$ cat src/rtl/lfp_mul_rr_arbiter.sv
// Round-robin front end sharing one external E4M3 LFP multiplier among NREQ requesters,
// with a single backpressured response slot holding {product, requester id}.
module lfp_mul_rr_arbiter #(
  parameter int NREQ = 4,
  parameter int IDW  = $clog2(NREQ),
  parameter int CNTW = 16
) (
  input  logic              clk,
  input  logic              rst,
  input  logic [NREQ-1:0]   req_valid,
  output logic [NREQ-1:0]   req_ready,
  input  logic [NREQ*8-1:0] req_x1,
  input  logic [NREQ*8-1:0] req_x2,
  output logic [7:0]        mul_x1,
  output logic [7:0]        mul_x2,
  input  logic [8:0]        mul_y,
  output logic              rsp_valid,
  input  logic              rsp_ready,
  output logic [8:0]        rsp_y,
  output logic [IDW-1:0]    rsp_id,
  output logic [CNTW-1:0]   ops_cnt
);

  typedef enum logic {S_EMPTY, S_FULL} state_e;

  state_e          state_q, state_d;
  logic [IDW-1:0]  rr_ptr_q, rr_ptr_d;
  logic [8:0]      rsp_y_q, rsp_y_d;
  logic [IDW-1:0]  rsp_id_q, rsp_id_d;
  logic [CNTW-1:0] ops_cnt_q, ops_cnt_d;

  logic            can_issue;
  logic            gnt_vld;
  logic [IDW-1:0]  gnt_idx;
  int              cand;

  // First valid requester at or after rr_ptr, wrapping modulo NREQ; blocked while in reset
  always_comb begin
    can_issue = (state_q == S_EMPTY) || rsp_ready;
    gnt_vld   = 1'b0;
    gnt_idx   = '0;
    cand      = 0;
    for (int k = 0; k < NREQ; k++) begin
      cand = int'(rr_ptr_q) + k;
      if (cand >= NREQ) cand = cand - NREQ;
      if (!gnt_vld && can_issue && !rst && req_valid[cand]) begin
        gnt_vld = 1'b1;
        gnt_idx = IDW'(cand);
      end
    end
  end

  always_comb begin
    req_ready = '0;
    mul_x1    = 8'h00;
    mul_x2    = 8'h00;
    for (int k = 0; k < NREQ; k++) begin
      if (gnt_vld && (gnt_idx == IDW'(k))) begin
        req_ready[k] = 1'b1;
        mul_x1       = req_x1[8*k +: 8];
        mul_x2       = req_x2[8*k +: 8];
      end
    end
  end

  always_comb begin
    state_d   = state_q;
    rr_ptr_d  = rr_ptr_q;
    rsp_y_d   = rsp_y_q;
    rsp_id_d  = rsp_id_q;
    ops_cnt_d = ops_cnt_q;
    if (gnt_vld) begin
      // A grant refills the slot on the same edge it drains, so no bubble
      state_d   = S_FULL;
      rsp_y_d   = mul_y;
      rsp_id_d  = gnt_idx;
      rr_ptr_d  = (gnt_idx == IDW'(NREQ - 1)) ? '0 : gnt_idx + IDW'(1);
      ops_cnt_d = ops_cnt_q + CNTW'(1);
    end else if ((state_q == S_FULL) && rsp_ready) begin
      state_d = S_EMPTY;
    end
  end

  always_ff @(posedge clk or posedge rst) begin
    if (rst) begin
      state_q   <= S_EMPTY;
      rr_ptr_q  <= '0;
      rsp_y_q   <= 9'h000;
      rsp_id_q  <= '0;
      ops_cnt_q <= '0;
    end else begin
      state_q   <= state_d;
      rr_ptr_q  <= rr_ptr_d;
      rsp_y_q   <= rsp_y_d;
      rsp_id_q  <= rsp_id_d;
      ops_cnt_q <= ops_cnt_d;
    end
  end

  assign rsp_valid = (state_q == S_FULL);
  assign rsp_y     = rsp_y_q;
  assign rsp_id    = rsp_id_q;
  assign ops_cnt   = ops_cnt_q;

endmodule

$ cat config.mk
export PLATFORM = sky130hd
export DESIGN_NAME = lfp_mul_rr_arbiter
export DESIGN_NICKNAME = d
export VERILOG_FILES = /design/src/rtl/lfp_mul_rr_arbiter.sv
export SDC_FILE = /design/constraint.sdc
export NUM_CORES = 1
export LEC_CHECK = 0
export ABC_AREA = 0
export ABC_CLOCK_PERIOD_IN_PS = 5000
export CORE_MARGIN = 2
export CORE_UTILIZATION = 37
export CTS_CLUSTER_SIZE = 28
export DETAILED_ROUTE_END_ITERATION = 10
export GPL_ROUTABILITY_DRIVEN = 1
export GPL_TIMING_DRIVEN = 0
export PLACE_DENSITY = 0.92
export RECOVER_POWER = 25
export SKIP_LAST_GASP = 1
export SLEW_MARGIN = 20
export SYNTH_ARGS = -nofsm -noshare
export SYNTH_HDL_FRONTEND = slang
export SYNTH_SLANG_ARGS = --single-unit
$ cat constraint.sdc
create_clock -name clk -period 5 [get_ports clk]
set_clock_uncertainty 0.15 [all_clocks]
set_input_delay 1 -clock clk [delete_from_list [all_inputs] [get_ports clk]]
set_output_delay 1 -clock clk [all_outputs]
set_load 0.01 [all_outputs]
==> run_results.csv, run 1 <==
group,metric,value,unit
status,status,"finished clean",
sta,fin_crit_sh,96.03,%
floorplan,start_util,37.73,%
setup_path,cp.required,3.85,ns
routing,vias,2260,
placed_design,dpl-instance-area,0.003401,mm^2
floorplan,core.rowCount,27,
placed_design,dp_slack,-0.5607,ns
sta,setup_viol,0,
routing,firstDrtPassIters,4,
sta,relSlewSlack,23.16,%
clock_tree,cts_hold_buf,0,
grt,grt_antenna_before_repair,0,
floorplan,dieWidth,78.25,um
setup_path,crit_fanout,10,
cells_and_area,fill_cells,463,
logic_synthesis,ys.flop_type,"dfrtp_1",
grt,grt_start_max_net_pins,31,
clock_tree,clock_path_buffers,2,
worst_hold_path,holdCritPathClass,"reg2reg",
logic_synthesis,synth_warnings,0,
cells_and_area,mostFrequentLayoutCell,"clkdlybuf4s50_1",
setup_path,path_class,"in2out",
setup_path,rr_worst_depth,7,
routing,vias_per_cell,5.113,
logic_synthesis,syn_inst,235,
grt,overflow,0,
grt,use_met3,7.816,%
floorplan,ioPinCount,128,
cells_and_area,syn_to_final_growth,72.21,%
sta,worst_slack,0.1987,ns
power_and_ir_drop,power,1053,uW
sta,whs,0.3262,ns
floorplan,fp.dieH,78.25,um
grt,grtUsageMet2,42.50,%
clock_tree,root_buffer,"clkbuf_8",
clock_tree,cts_buffers,5,
power_and_ir_drop,p_leak,0.001590,uW
setup_path,r2r-end,"rr_ptr_q[1]",
floorplan,core_area,0.005405,mm^2
setup_path,end_kind,"output pin",
clock_tree,cts_sinks,30,
power_and_ir_drop,powerDensity,299.9,mW/mm^2
routing,antenna_left,0,
routing,route.detailed.drc,0,
sta,hold_viol_final,0,
setup_path,crit_path_start_kind,"input port",
routing,finalWirelength,6805,um
clock_tree,clock_latency,0.29,ns
floorplan,dieArea,0.006122,mm^2
logic_synthesis,yosys.area.top_type_share,36.81,%
placed_design,io_buffers,127,
cells_and_area,fin_area,0.003512,mm^2
logic_synthesis,yosys_register_bits,30,
logic_synthesis,syn_area,0.002039,mm^2
setup_path,r2r-start,"rr_ptr_q[1]",
sta,slew_violations,0,
logic_synthesis,synth-edff-count,0,
setup_path,arrival,3.65,ns
placed_design,gp_congestion,0.8364,
job,cap_violations,0,
logic_synthesis,ys_seq_area_share,36.81,%
power_and_ir_drop,ir_worst_vdd,0.2111,mV
sta,post-route-min-period,4.801,ns
routing,drt_iter0_markers,36,
logic_synthesis,synth_cell_types,35,
logic_synthesis,synth_fp_nets,320,
worst_hold_path,min_to,"ops_cnt[15]",
logic_synthesis,synthArstFlopShare,100.0,%
grt,grt_pass1_vias,2387,
cells_and_area,layout_common_cells,"106 x clkdlybuf4s50_1, 53 x nand2_1, 30 x dfrtp_1",
logic_synthesis,syn_avg_cell_area,8.679,um^2
cells_and_area,fin_nets,455,
cells_and_area,drive_gt1_share,11.62,%
cells_and_area,diodes,0,
worst_hold_path,worstHoldPathCells,1,
grt,busiest_layer,"met2",
routing,wire_per_inst,15.40,um
sta,rsz0062_at_grt,"false",
grt,grt_util_met1,25.05,%
grt,grt_use_total,23.12,%
clock_tree,cts_tree,"done",
sta,tightest_slew,1.151,ns
setup_path,startpoint,"rsp_ready",
logic_synthesis,synthTopCellsByArea,"dfrtp_1 37%, nand2_1 9.8%, a211o_1 6.9%",
grt,grt_pass1_wl,11260,um
worst_hold_path,hold_start,"ops_cnt[15]",
sta,fmax,208.3,MHz
logic_synthesis,yosysTopAreaCell,"dfrtp_1",
clock_tree,cts_max_level,2,
placed_design,dpl.hpwl,5085,um
clock_tree,clk_pin_slew,0.06,ns
setup_path,rrSetupSlack,3.00,ns
## state kept, by name, summed over array words and instances, names as in the netlist
signal and count:
rsp_id 2, ops_cnt 16, rsp_y 9, rr_ptr_q 2, rsp_valid 1
## layer usage
metal  wire length, um  part of all wire [%]  vias up
met2              3378                    50       97
li1                  -                     -     1095
met5                 0                     0        -
met1              2723                    40     1056
met4               116                   1.7        0
met3               586                   8.6       12
## worst max-delay path: stages
cell	delay [ns]
clkdlybuf4s50_1	0.50
nor2b_4	0.09
a2111oi_4	0.32
nand4_1	0.24
inv_1	0.14
ha_1	0.14
clkbuf_1	0.23
clkbuf_2	0.27
and2_1	0.17
clkdlybuf4s50_1	0.53
## cell type report
| type | instances | area (um^2) | share of cell area (%) |
|---|---|---|---|
| tap | 72 | 90.09 | 2.565 |
| buffer | 15 | 108.9 | 3.099 |
| sequential | 30 | 750.7 | 21.38 |
| timing repair buffer | 130 | 1232 | 35.09 |
| clock buffer | 6 | 82.58 | 2.351 |
| clock inverter | 1 | 30.03 | 0.8550 |
| inverter | 20 | 75.07 | 2.138 |
| multi-input combinational | 168 | 1142 | 32.53 |
## cells by family after synthesis
| family | count (synthesis) | share of synthesized area, % |
|---|---|---|
| muxes | 1 | 0.4908 |
| xor gates and xnor gates | 15 | 6.442 |
| adders and majority gates | 5 | 3.067 |
| AOI/OAI and AO/OA | 57 | 20.74 |
| DFF | 30 | 36.81 |
| and+or+nand+nor | 90 | 23.87 |
| buffers and inverters | 37 | 8.588 |
## Yosys cell counts, types with 2 or more instances
cell type  count
a211o_1       16
a21oi_1       16
a221oi_1      16
and2_1         4
and3b_1        2
and4_1         2
buf_4          3
buf_6          3
clkbuf_1       9
dfrtp_1       30
ha_1           5
inv_1         20
nand2_1       53
nand3_1        5
nand4_1        7
nor2_1         4
nor2b_1        3
nor4_4         3
nor4bb_1       2
o21ai_0        4
xnor2_1       14
## power breakdown
group	switching (uW)	total [uW]	internal [uW]
registers	55.4	344	288
logic	198	457	258
clock network	93.2	252	159
## timing repair
item                       4_1_cts  5_1_grt
resized for setup               28       33
pin swaps                        2        2
gates cloned                     0        0
setup endpoints to repair       18       18
setup buffers                    3        0
## through the flow
stage               util, %  setup TNS, ns  instances
floorplan                 -              0        235
global placement      62.92         -7.364        434
detailed placement    62.92         -7.663        434
CTS                   65.30              0        442
global route          64.98              0        442
finish                64.98              0        442
## worst max-delay path by stage
stage,end,slack (ns)
floorplan,mul_x1[0],0.70
global route,req_ready[3],0.004
global placement,mul_x1[6],-0.53
detailed placement,mul_x2[6],-0.56
CTS,mul_x2[3],0.00005
finish,req_ready[3],0.20
Note: power is estimated with default switching activity, not from simulation.
==> run 2, diff against run 1 <==
CELL_PAD_IN_SITES_DETAIL_PLACEMENT = 1   (was not set)
CELL_PAD_IN_SITES_GLOBAL_PLACEMENT = 1   (was not set)
CORE_UTILIZATION = 26   (was 37)
PLACE_DENSITY = 0.93   (was 0.92)
==> run_results.csv, run 2 (synthesis results as in run 1) <==
group,metric,value,unit
power_and_ir_drop,powerDensity,283.7,mW/mm^2
worst_hold_path,holdCritPathClass,"reg2reg",
routing,firstDrtPassIters,4,
cells_and_area,syn_to_final_growth,77.36,%
grt,grt_start_max_net_pins,31,
job,cap_violations,0,
power_and_ir_drop,p_seq_share,33.7,%
cells_and_area,fin_util,47.30,%
sta,fmax,202.0,MHz
sta,post-route-min-period,4.950,ns
sta,slew_violations,0,
cells_and_area,fill_cells,879,
power_and_ir_drop,p_leak,0.001630,uW
routing,route.detailed.drc,0,
setup_path,path_class,"in2out",
power_and_ir_drop,p_int,668.8,uW
power_and_ir_drop,switchingPower,357.2,uW
cells_and_area,diodes,0,
grt,grt_pass1_wl,12280,um
routing,vias_per_cell,4.872,
worst_hold_path,worstHoldPathCells,2,
sta,rsz0062_at_grt,"true",
clock_tree,root_buffer,"clkbuf_8",
clock_tree,cts_tree,"done",
clock_tree,cts_buffers,5,
setup_path,end_kind,"output pin",
cells_and_area,layout_common_cells,"106 x clkdlybuf4s50_1, 53 x nand2_1, 30 x dfrtp_1",
floorplan,dieArea,0.008568,mm^2
sta,tightest_slew,0.7450,ns
floorplan,core_area,0.007647,mm^2
routing,antenna_left,0,
clock_tree,cts_sinks,30,
cells_and_area,fin_nets,457,
placed_design,gp_congestion,0.7572,
setup_path,cp.required,3.85,ns
power_and_ir_drop,pwr-share-comb,46.6,%
status,status,"finished clean",
placed_design,dpl.hpwl,6097,um
grt,overflow,0,
clock_tree,clk_pin_slew,0.06,ns
setup_path,crit_path_start_kind,"input port",
setup_path,rr_worst_depth,8,
grt,grt_use_total,17.89,%
floorplan,ioPinCount,128,
clock_tree,cts_max_level,2,
grt,grt_antenna_before_repair,0,
power_and_ir_drop,power,1026,uW
power_and_ir_drop,pwr-share-clk,19.7,%
cells_and_area,largest_reg_flops,16,
floorplan,core.rowCount,32,
setup_path,arrival,3.80,ns
sta,setup_viol,0,
power_and_ir_drop,p_sw_share,34.82,%
grt,grt_pass1_vias,2475,
routing,wire_per_inst,16.53,um
routing,drt_iter0_markers,29,
placed_design,io_buffers,127,
floorplan,start_util,26.67,%
placed_design,dp_slack,-0.9385,ns
routing,finalWirelength,7853,um
sta,relSlewSlack,50.06,%
floorplan,fp.dieH,92.57,um
power_and_ir_drop,ir_worst_vdd,0.1555,mV
sta,worst_slack,0.05034,ns
sta,fin_crit_sh,98.99,%
cells_and_area,mostFrequentLayoutCell,"clkdlybuf4s50_1",
sta,hold_viol_final,0,
clock_tree,clock_latency,0.28,ns
floorplan,dieWidth,92.57,um
routing,vias,2314,
cells_and_area,drive_gt1_share,10.99,%
setup_path,crit_fanout,10,
clock_tree,clock_path_buffers,2,
run 2: metal layers:
layer	vias to the layer above	share of wire, %	wire length [um]	GRT usage (%)
met1	1108	41	3193	20.36
li1	1095	-	-	-
met2	102	50	3911	33.15
met3	9	8.0	627	4.801
met5	-	0	0	0
met4	0	1.5	121	4.104
run 2: path summary, 6_finish.rpt:
path | start | end | slack (ns)
worst max-delay path | rsp_ready | mul_x1[5] | 0.05
worst min-delay path | rsp_y[8] | rsp_y[8] | 0.33
worst max register to register | rr_ptr_q[1] | rr_ptr_q[1] | 3.01
worst min register to register | rsp_y[8] | rsp_y[8] | 0.33
max in group asynchronous | rst | rsp_y[5] | 3.26
min in group asynchronous | rst | ops_cnt[7] | 1.03
run 2: critical path: stages:
cell             delay [ns]
clkdlybuf4s50_1        0.52
nor2b_4                0.10
a2111oi_4              0.20
nand4_1                0.13
buf_4                  0.18
buf_4                  0.12
buf_4                  0.12
ha_1                   0.17
nor2b_1                0.13
buf_4                  0.16
buf_6                  0.14
a221oi_1               0.37
a211o_1                0.18
a21oi_2                0.07
clkdlybuf4s15_2        0.22
run 2: layout make-up:
type / count / area, um^2 / area share (%)
Clock buffer: 7 / 86.33 / 2.387
Buffer: 15 / 105.1 / 2.906
Clock inverter: 1 / 5.005 / 0.1384
Multi-Input combinational cell: 168 / 1172 / 32.41
Inverter: 20 / 75.07 / 2.075
Sequential cell: 30 / 750.7 / 20.75
Tap cell: 102 / 127.6 / 3.528
Timing Repair Buffer: 132 / 1295 / 35.80
run 2: what timing repair did:
item | in CTS | in global routing
gates resized for setup | 29 | 20
gates cloned | 0 | 0
buffers inserted | 5 | 0
pin swaps | 3 | 1
hold buffers | 0 | 0
endpoints found under the setup margin | 19 | 17
run 2: power by group through the flow:
stage | Combinational, uW | Sequential, uW | Clock (uW)
after detailed placement | 469 | 348 | 0
after floorplan | 205 | 356 | 0
after global routing | 520 | 354 | 223
after global placement | 458 | 343 | 0
after CTS | 474 | 346 | 210
final | 479 | 346 | 202
run 2: metrics by stage:
step                      setup TNS, ns  hold WS (ns)  instance area (um^2)  std cells
after floorplan                       0        0.3575                  2039        235
after global placement           -9.474        0.3079                  3438        464
after detailed placement         -12.76        0.3229                  3438        464
after CTS                     -0.002825        0.3353                  3572        475
after global routing            -0.2052        0.3552                  3617        475
final                                 0        0.3317                  3617        475
==> run 3, diff against run 2 <==
ABC_CLOCK_PERIOD_IN_PS = 4970   (was 5000)
CORE_MARGIN = 3   (was 2)
CTS_CLUSTER_SIZE = 30   (was 28)
clock period = 4.97 ns   (was 5 ns; I/O delays follow)
==> run_results.csv, run 3 (synthesis results as in run 1) <==
group,metric,value,unit
floorplan,fp.dieH,94.57,um
routing,route.detailed.drc,0,
grt,grt_pass1_vias,2476,
placed_design,dpl.hpwl,6116,um
clock_tree,cts_max_level,2,
setup_path,path_delay_family,"buffers and inverters",
cells_and_area,largest_reg_flops,16,
floorplan,core.rowCount,31,
setup_path,cp.required,3.83,ns
sta,rsz0062_at_grt,"true",
cells_and_area,fin_nets,458,
placed_design,gp_congestion,0.7330,
grt,overflow,0,
sta,post-route-min-period,4.815,ns
setup_path,crit_path_start_kind,"input port",
sta,tightest_slew,0.6185,ns
floorplan,dieArea,0.008943,mm^2
routing,drt_iter0_markers,35,
cells_and_area,fill_cells,879,
cells_and_area,final_cells,473,
setup_path,worst-path-buf-inv,6,
setup_path,critPathSlowestCell,"clkdlybuf4s50_1",
clock_tree,clock_path_buffers,2,
routing,vias_per_cell,4.937,
worst_hold_path,holdCritPathClass,"reg2reg",
floorplan,core_area,0.007447,mm^2
clock_tree,cts_buffers,5,
floorplan,dieWidth,94.57,um
power_and_ir_drop,power,1049,uW
setup_path,crit_top_cell,"buf_4",
setup_path,path_class,"in2out",
routing,firstDrtPassIters,4,
sta,slew_violations,0,
setup_path,end_kind,"output pin",
floorplan,ioPinCount,128,
clock_tree,root_buffer,"clkbuf_8",
clock_tree,cts_tree,"done",
cells_and_area,diodes,0,
placed_design,dp_cells,461,
floorplan,start_util,27.39,%
setup_path,arrival,3.67,ns
setup_path,crit_fanout,10,
sta,setup_viol,0,
cells_and_area,fin_util,48.96,%
placed_design,io_buffers,127,
sta,hold_viol_final,0,
sta,relSlewSlack,58.71,%
routing,finalWirelength,7843,um
cells_and_area,syn_to_final_growth,78.77,%
clock_tree,clock_latency,0.28,ns
cells_and_area,drive_gt1_share,13.37,%
sta,tns,0,ns
placed_design,dpl-instance-area,0.003435,mm^2
status,status,"finished clean",
grt,grt_pass1_wl,11880,um
sta,fmax,207.7,MHz
power_and_ir_drop,ir_worst_vdd,0.1876,mV
job,cap_violations,0,
sta,fin_crit_sh,96.88,%
setup_path,critPathMaxStageDelay,0.51,ns
cells_and_area,mostFrequentLayoutCell,"clkdlybuf4s50_1",
clock_tree,cts_sinks,30,
cells_and_area,fin_area,0.003646,mm^2
cells_and_area,layout_common_cells,"106 x clkdlybuf4s50_1, 53 x nand2_1, 30 x dfrtp_1",
clock_tree,clk_pin_slew,0.07,ns
grt,grt_use_total,16.78,%
clock_tree,cts_hold_buf,0,
grt,grt_antenna_before_repair,0,
setup_path,cp_cell_sequence,"clkdlybuf4s50_1 > nor2b_4 > a2111oi_4 > nand4_1 > buf_4 > buf_4 > ha_1 > nor2b_1 > buf_4 > buf_8 > a221oi_1 > a211o_1 > a21oi_1 > clkdlybuf4s15_2",
power_and_ir_drop,powerDensity,287.7,mW/mm^2
grt,grt_start_max_net_pins,31,
routing,antenna_left,0,
power_and_ir_drop,p_leak,0.001605,uW
routing,vias,2335,
routing,wire_per_inst,16.58,um
[run 3: changes by cell type in the layout (fill, tap and decap cells not counted), sizes merged]
cell	previous run	this run
dlymetal6s2s	4	1
clkbuf	15	16
clkdlybuf4s15	3	4
clkinvlp	0	1
dlygate4sd2	12	13
[run 3: what timing repair did]
item	CTS	global route
endpoints found under the setup margin	19	18
resized for setup	38	22
cloned	0	0
pin swaps	2	5
setup buffers	3	3
[run 3: worst paths after layout]
kind	depth (start not counted)	startpoint	end	slack, ns
setup / recovery	14	rsp_ready	mul_x1[4]	0.15
hold / removal	2	rsp_y[3]	rsp_y[3]	0.33
setup reg to reg	7	rr_ptr_q[1]	rr_ptr_q[1]	2.99
hold reg to reg	2	rsp_y[3]	rsp_y[3]	0.33
max in group asynchronous	2	rst	rsp_y[6]	3.27
min in group asynchronous	2	rst	ops_cnt[14]	1.00
[run 3: per-stage QoR]
stage | worst slack [ns] | hold slack (ns)
finish | 0.1550 | 0.3276
global route | -0.01204 | 0.3631
CTS | -0.06631 | 0.3328
detailed placement | -0.8030 | 0.3163
global placement | -0.7405 | 0.3086
floorplan | 0.6837 | 0.3575
[run 3: power by group]
part           internal (uW)  switching [uW]
combinational            281             216
sequential               290            55.0
clock                    111            95.2
total                    683             366
[run 3: final cells by class]
cell class	count	area (um^2)	area share, %
Tap cell	99	123.9	3.397
Clock buffer	6	82.58	2.265
Clock inverter	2	12.51	0.3432
Sequential cell	30	750.7	20.59
Timing Repair Buffer	133	1290	35.38
Multi-Input combinational cell	168	1201	32.94
Buffer	15	110.1	3.020
Inverter	20	75.07	2.059
[run 3: worst min-delay path, delay by kind of cell, from the launching register on]
family | cells | cell delay [ns]
simple gates | 2 | 0.10
flops | 1 | 0.35
[run 3: layer usage]
layer / vias up / routed length [um] / global-route usage (%)
li1: 1099 / - / -
met1: 1124 / 3045 / 17.62
met2: 99 / 3962 / 31.86
met3: 13 / 703 / 5.020
met4: 0 / 132 / 5.168
met5: - / 0 / 0
